[config.mk]
export PLATFORM = sky130hd
export DESIGN_NAME = obi_traffic_master
export DESIGN_NICKNAME = d
export VERILOG_FILES = /design/src/rtl/obi_traffic_master.sv
export SDC_FILE = /design/constraint.sdc
export NUM_CORES = 1
export LEC_CHECK = 0
export BUFFER_PORTS_ARGS = -buffer_cell sky130_fd_sc_hd__buf_2
export CORE_MARGIN = 1.5
export CORE_UTILIZATION = 42
export DETAILED_ROUTE_END_ITERATION = 6
export GPL_TIMING_DRIVEN = 0
export PLACE_DENSITY = 0.68
export SYNTH_ARGS = -nofsm -noshare
export SYNTH_HDL_FRONTEND = slang
export SYNTH_SLANG_ARGS = --single-unit
[constraint.sdc]
create_clock -name clk_i -period 5.7 [get_ports clk_i]
set_input_delay 1.71 -clock clk_i [delete_from_list [all_inputs] [get_ports clk_i]]
set_output_delay 1.71 -clock clk_i [all_outputs]
set_load 0.05 [all_outputs]
[src/rtl/obi_traffic_master.sv]
// obi_traffic_master: OBI traffic generator for exercising the SPI-slave OBI port.
// A start pulse launches NUM_WORDS writes, NUM_WORDS reads, or a write pass
// followed by a read-and-verify pass, over addresses BASE_ADDR + i*ADDR_STRIDE.
// Up to MAX_OUTSTANDING transactions may be granted but not yet answered.
//
// Ports:
//   clk_i, rstn_i      clock, asynchronous active-low reset
//   start_i            start pulse, accepted only while idle
//   mode_i             0 write, 1 read, 2/3 write then verify
//   busy_o, done_o     sequence running / one-cycle end-of-sequence pulse
//   err_cnt_o          saturating readback mismatch count
//   obi_*              OBI master request/response channel
module obi_traffic_master #(
    parameter int unsigned           ADDR_WIDTH      = 32,
    parameter int unsigned           DATA_WIDTH      = 32,
    parameter int unsigned           NUM_WORDS       = 8,
    parameter logic [ADDR_WIDTH-1:0] BASE_ADDR       = '0,
    parameter int unsigned           ADDR_STRIDE     = 4,
    parameter int unsigned           MAX_OUTSTANDING = 2,
    parameter logic [31:0]           PATTERN         = 32'hA5A5_0000
) (
    input  logic                    clk_i,
    input  logic                    rstn_i,
    input  logic                    start_i,
    input  logic [1:0]              mode_i,
    output logic                    busy_o,
    output logic                    done_o,
    output logic [15:0]             err_cnt_o,
    output logic                    obi_req_o,
    input  logic                    obi_gnt_i,
    output logic [ADDR_WIDTH-1:0]   obi_addr_o,
    output logic                    obi_we_o,
    output logic [DATA_WIDTH/8-1:0] obi_be_o,
    output logic [DATA_WIDTH-1:0]   obi_wdata_o,
    input  logic                    obi_rvalid_i,
    input  logic [DATA_WIDTH-1:0]   obi_rdata_i
);

    localparam int unsigned CNT_W = $clog2(NUM_WORDS + 1);
    localparam int unsigned OUT_W = $clog2(MAX_OUTSTANDING + 1);
    localparam logic [CNT_W-1:0]      LAST_CNT = CNT_W'(NUM_WORDS);
    localparam logic [OUT_W-1:0]      MAX_OUT  = OUT_W'(MAX_OUTSTANDING);
    localparam logic [DATA_WIDTH-1:0] PAT      = DATA_WIDTH'(PATTERN);
    localparam logic [ADDR_WIDTH-1:0] STRIDE   = ADDR_WIDTH'(ADDR_STRIDE);

    typedef enum logic [2:0] {
        S_IDLE,
        S_WRITE,
        S_WDRAIN,
        S_READ,
        S_RDRAIN,
        S_DONE
    } state_e;

    state_e                  state_q, state_d;
    logic [1:0]              mode_q, mode_d;
    logic [CNT_W-1:0]        issued_q, issued_d;
    logic [CNT_W-1:0]        resp_q, resp_d;
    logic [OUT_W-1:0]        outst_q, outst_d;
    logic [15:0]             err_q, err_d;
    logic [ADDR_WIDTH-1:0]   addr_q, addr_d;
    logic [DATA_WIDTH-1:0]   wdata_q, wdata_d;
    logic                    req_q, req_d;
    logic                    we_q, we_d;
    logic                    busy_q, busy_d;
    logic                    done_q, done_d;

    logic handshake_c;
    logic resp_accept_c;
    logic verify_phase_c;
    logic issuing_c;

    assign handshake_c    = req_q && obi_gnt_i;
    // A response with nothing in flight (e.g. left over from before a reset) is dropped.
    assign resp_accept_c  = obi_rvalid_i && (outst_q != '0);
    assign verify_phase_c = mode_q[1] && ((state_q == S_READ) || (state_q == S_RDRAIN));

    // State and datapath registers.
    always_ff @(posedge clk_i or negedge rstn_i) begin
        if (!rstn_i) begin
            state_q  <= S_IDLE;
            mode_q   <= 2'd0;
            issued_q <= '0;
            resp_q   <= '0;
            outst_q  <= '0;
            err_q    <= '0;
            addr_q   <= '0;
            wdata_q  <= '0;
            req_q    <= 1'b0;
            we_q     <= 1'b0;
            busy_q   <= 1'b0;
            done_q   <= 1'b0;
        end else begin
            state_q  <= state_d;
            mode_q   <= mode_d;
            issued_q <= issued_d;
            resp_q   <= resp_d;
            outst_q  <= outst_d;
            err_q    <= err_d;
            addr_q   <= addr_d;
            wdata_q  <= wdata_d;
            req_q    <= req_d;
            we_q     <= we_d;
            busy_q   <= busy_d;
            done_q   <= done_d;
        end
    end

    // Next-state, counter and registered-output logic.
    always_comb begin
        state_d  = state_q;
        mode_d   = mode_q;
        issued_d = issued_q;
        resp_d   = resp_q;
        outst_d  = outst_q;
        err_d    = err_q;
        addr_d   = addr_q;
        wdata_d  = wdata_q;
        req_d    = 1'b0;
        we_d     = 1'b0;
        busy_d   = 1'b0;
        done_d   = 1'b0;
        issuing_c = 1'b0;

        if (handshake_c) begin
            issued_d = issued_q + CNT_W'(1);
            addr_d   = addr_q + STRIDE;
        end
        if (resp_accept_c) begin
            resp_d = resp_q + CNT_W'(1);
        end
        case ({handshake_c, resp_accept_c})
            2'b10:   outst_d = outst_q + OUT_W'(1);
            2'b01:   outst_d = outst_q - OUT_W'(1);
            default: outst_d = outst_q;
        endcase

        // Responses return in order, so resp_q is the index of the word being answered.
        if (resp_accept_c && verify_phase_c &&
            (obi_rdata_i != (PAT ^ DATA_WIDTH'(resp_q))) && (err_q != 16'hFFFF)) begin
            err_d = err_q + 16'd1;
        end

        case (state_q)
            S_IDLE: begin
                if (start_i) begin
                    mode_d   = mode_i;
                    issued_d = '0;
                    resp_d   = '0;
                    outst_d  = '0;
                    err_d    = '0;
                    addr_d   = BASE_ADDR;
                    state_d  = (mode_i == 2'd1) ? S_READ : S_WRITE;
                end
            end
            S_WRITE: begin
                if (issued_d == LAST_CNT) state_d = S_WDRAIN;
            end
            S_WDRAIN: begin
                if (resp_d == LAST_CNT) begin
                    if (mode_q == 2'd0) begin
                        state_d = S_DONE;
                    end else begin
                        state_d  = S_READ;
                        issued_d = '0;
                        resp_d   = '0;
                        addr_d   = BASE_ADDR;
                    end
                end
            end
            S_READ: begin
                if (issued_d == LAST_CNT) state_d = S_RDRAIN;
            end
            S_RDRAIN: begin
                if (resp_d == LAST_CNT) state_d = S_DONE;
            end
            S_DONE: begin
                state_d = S_IDLE;
            end
            default: begin
                state_d = S_IDLE;
            end
        endcase

        if ((state_d == S_WRITE) || (state_d == S_READ)) begin
            wdata_d = PAT ^ DATA_WIDTH'(issued_d);
        end

        // Request is raised one cycle after entering an issue phase and is held
        // until granted: without a grant issued_d is unchanged and outst_d cannot grow.
        issuing_c = ((state_q == S_WRITE) || (state_q == S_READ)) && (state_d == state_q);
        req_d     = issuing_c && (issued_d < LAST_CNT) && (outst_d < MAX_OUT);
        we_d      = (state_d == S_WRITE);
        busy_d    = (state_d == S_WRITE) || (state_d == S_WDRAIN) ||
                    (state_d == S_READ)  || (state_d == S_RDRAIN);
        done_d    = (state_d == S_DONE);
    end

    assign obi_req_o   = req_q;
    assign obi_addr_o  = addr_q;
    assign obi_we_o    = we_q;
    assign obi_wdata_o = wdata_q;
    assign obi_be_o    = '1;
    assign busy_o      = busy_q;
    assign done_o      = done_q;
    assign err_cnt_o   = err_q;

endmodule
==> metrics.cfg <==
[logic_synthesis]
yosysMostFrequentCell = dfrtp_1
synth_cells = 395
synth_top_area_cell = dfrtp_1
synth_area_um2 = 3850
synth_seq_cells = 70
synth-edff-count = 0
synth_area_leaders = dfrtp_1, xor2_1, buf_4
yosysTopAreaCellShare = 0.455
yosys.cell_types.count = 49
yosysSeqAreaShare = 0.455
synth_common_cells = dfrtp_1, nor2_1, buf_4, xor2_1, nand2_1
synth_ff_type = dfrtp_1
synth-async-reset-ratio = 1.00
avgSynthCellArea_um2 = 9.75
yosys_warnings = 0

[power_and_ir_drop]
vdd_drop_max_v = 0.000159
total_power_mw = 1.70
leakage_nw = 2.42
power_per_cell_area_nw_per_um2 = 358

[cts]
root_buffer = clkbuf_8
clk_path_buf_depth = 2
numClockSinks = 70
cts_buffers = 9
hold_buffers = 0
htree_num_levels = 3
post_cts_resized = 0
path_clk_slew_ns = 0.07
clk_latency_ns = 0.35
cts_tree = yes
postCtsSetupBuffers = 0

[drt]
via_count = 3139
ant_nets = 0
drcViolationCount = 12
drtIter0Drc = 93
firstDrtPassIters = 6
wl_per_cell_um = 12.8
wl_mm = 8.25
viasPerCell = 4.88

[worst_setup_path]
endpoint_kind = register
crit_type = input pin to register
timing.rr.start = resp_q[0]
critPathBufInv = 3
path_max_fanout = 9
crit_path_top_delay_cell = or3_4
crit_arrival_ns = 3.56
regToRegSetupSlack_ns = 3.34
crit_path_start_kind = input pin
critPathLaunch = obi_gnt_i
path_cells = buf_2, and2_1, buf_4, inv_2, or3_4, a21oi_2, a21oi_1, o41a_1, nand2_4, mux2_4
critPathTopFamily = simple AND/OR/NAND/NOR gates
ff2ff_path_depth = 9
crit_cells = 10
critical_path_required_ns = 5.93
critPathMaxStageDelay_ns = 0.38

[min_path]
whs_path_depth = 1
hp-class = register to register
hp-start = obi_wdata_o[3]

[die]
core_area_um2 = 8810
initial_core_util = 0.437
ios = 127
die_h_um = 98.8
die_area_um2 = 9750
rows = 34
die_w_um = 98.8

[global_route]
grt_max_degree = 71
grt_pass1_vias = 2884
grt_usage = 0.174
antenna_found_initial = 0
grt_overflow_total = 0
grt_pass1_wl_mm = 13.6

[sta]
min_period_ns = 3.34
setup-violations-final = 0
finalHoldViolations = 0
skew_ns = 0.0124
min_period_over_period = 0.585
slew_violations = 0
slew_headroom = 0.414
setup_tns_ns = 0
max_freq_mhz = 300
tightestPinTransition_ns = 0.880
rsz0062_at_grt = false

[cells_and_area]
antenna_cells = 0
ff_latch_area_um2 = 1750
area_delta_synth_final_pct = 23.3
nFillCells = 822
final_nets = 574
drive_gt1_frac = 0.325
utilization = 0.539
multi_input_area_um2 = 1840

[run_status]
violations = design-rule violations
status = finished with violations

[run]
maxCapViolations = 0

[place]
gp_congestion = 0.846
dp_hpwl_mm = 6.01
port_buffers = 100

-- area by class of cell --
| cell class | count | area share |
|---|---|---|
| multi-input cells | 297 | 0.389 |
| flip-flops and latches | 70 | 0.369 |
| repair buffers | 100 | 0.106 |
| plain buffers | 44 | 0.0664 |
| clock buffers | 12 | 0.0306 |
| well taps | 108 | 0.0285 |
| inverters | 8 | 0.00633 |
| clock inverters | 4 | 0.00474 |
-- cell usage in the layout, fill, tap and decap left out, types with 3 or more instances in the layout --
| cell | instances |
|---|---|
| and3_1 | 8 |
| mux2i_1 | 3 |
| or3_1 | 7 |
| nand4_1 | 17 |
| buf_4 | 37 |
| clkbuf_8 | 10 |
| inv_1 | 7 |
| xor2_1 | 32 |
| conb_1 | 26 |
| nor2_1 | 57 |
| clkbuf_1 | 7 |
| o21ai_0 | 10 |
| and2_1 | 3 |
| dfrtp_1 | 70 |
| buf_2 | 99 |
| nor3_1 | 5 |
| nand3_1 | 16 |
| and4_1 | 5 |
| nand2b_1 | 3 |
| ha_1 | 5 |
| a21oi_1 | 11 |
| xnor2_1 | 22 |
| mux2_4 | 4 |
| clkinv_2 | 3 |
| nand2_1 | 31 |
-- routing by layer --
metal  GRT usage  up-vias  wire length [µm]
met4      0.0681        0               150
met3      0.0397       16               558
met1       0.230     1460              3670
li1            -     1553                 -
met5           0        -                 0
met2       0.276      110              3870
-- final timing paths --
check,endpoint
worst max-delay path,obi_wdata_o[3]
worst min-delay path,obi_wdata_o[3]
worst max register to register,obi_addr_o[17]
worst min register to register,obi_wdata_o[3]
max in group asynchronous,resp_q[3]
min in group asynchronous,obi_addr_o[25]
-- kinds of logic (layout without fill, tap and decap cells) --
group	Yosys count	in the layout	share of synthesized area
AOI/OAI and AO/OA	33	33	0.0549
muxes	7	7	0.0234
other	2	26	0.00195
DFF	70	70	0.455
and+or+nand+nor	172	172	0.236
buffers and inverters	52	168	0.0897
xor gates and xnor gates	54	54	0.123
adders and majority gates	5	5	0.0162
-- sequential cells by signal (all words and copies together), names as in the netlist --
| name | cells |
|---|---|
| obi_addr_o | 30 |
| err_cnt_o | 16 |
| obi_wdata_o | 5 |
| issued_q | 4 |
| resp_q | 4 |
| state_q | 3 |
| mode_q | 2 |
| outst_q | 2 |
| busy_o | 1 |
| done_o | 1 |
| obi_req_o | 1 |
| obi_we_o | 1 |
-- metrics by stage --
stage | hold slack (ns) | cells | area (µm²) | setup slack [ns]
after detailed placement | 0.492 | 627 | 4580 | 2.01
after floorplan | 0.484 | 419 | 3940 | 2.32
after CTS | 0.513 | 643 | 4750 | 2.38
final | 0.511 | 643 | 4750 | 2.36
after global routing | 0.530 | 643 | 4750 | 2.19
after global placement | 0.492 | 627 | 4580 | 2.06
-- power breakdown --
group / total, mW / internal, mW / switching (mW)
logic: 0.671 / 0.246 / 0.425
registers: 0.675 / 0.587 / 0.0881
clock network: 0.354 / 0.168 / 0.186
total: 1.70 / 1.00 / 0.699
Power figures use the tool's default switching activity.
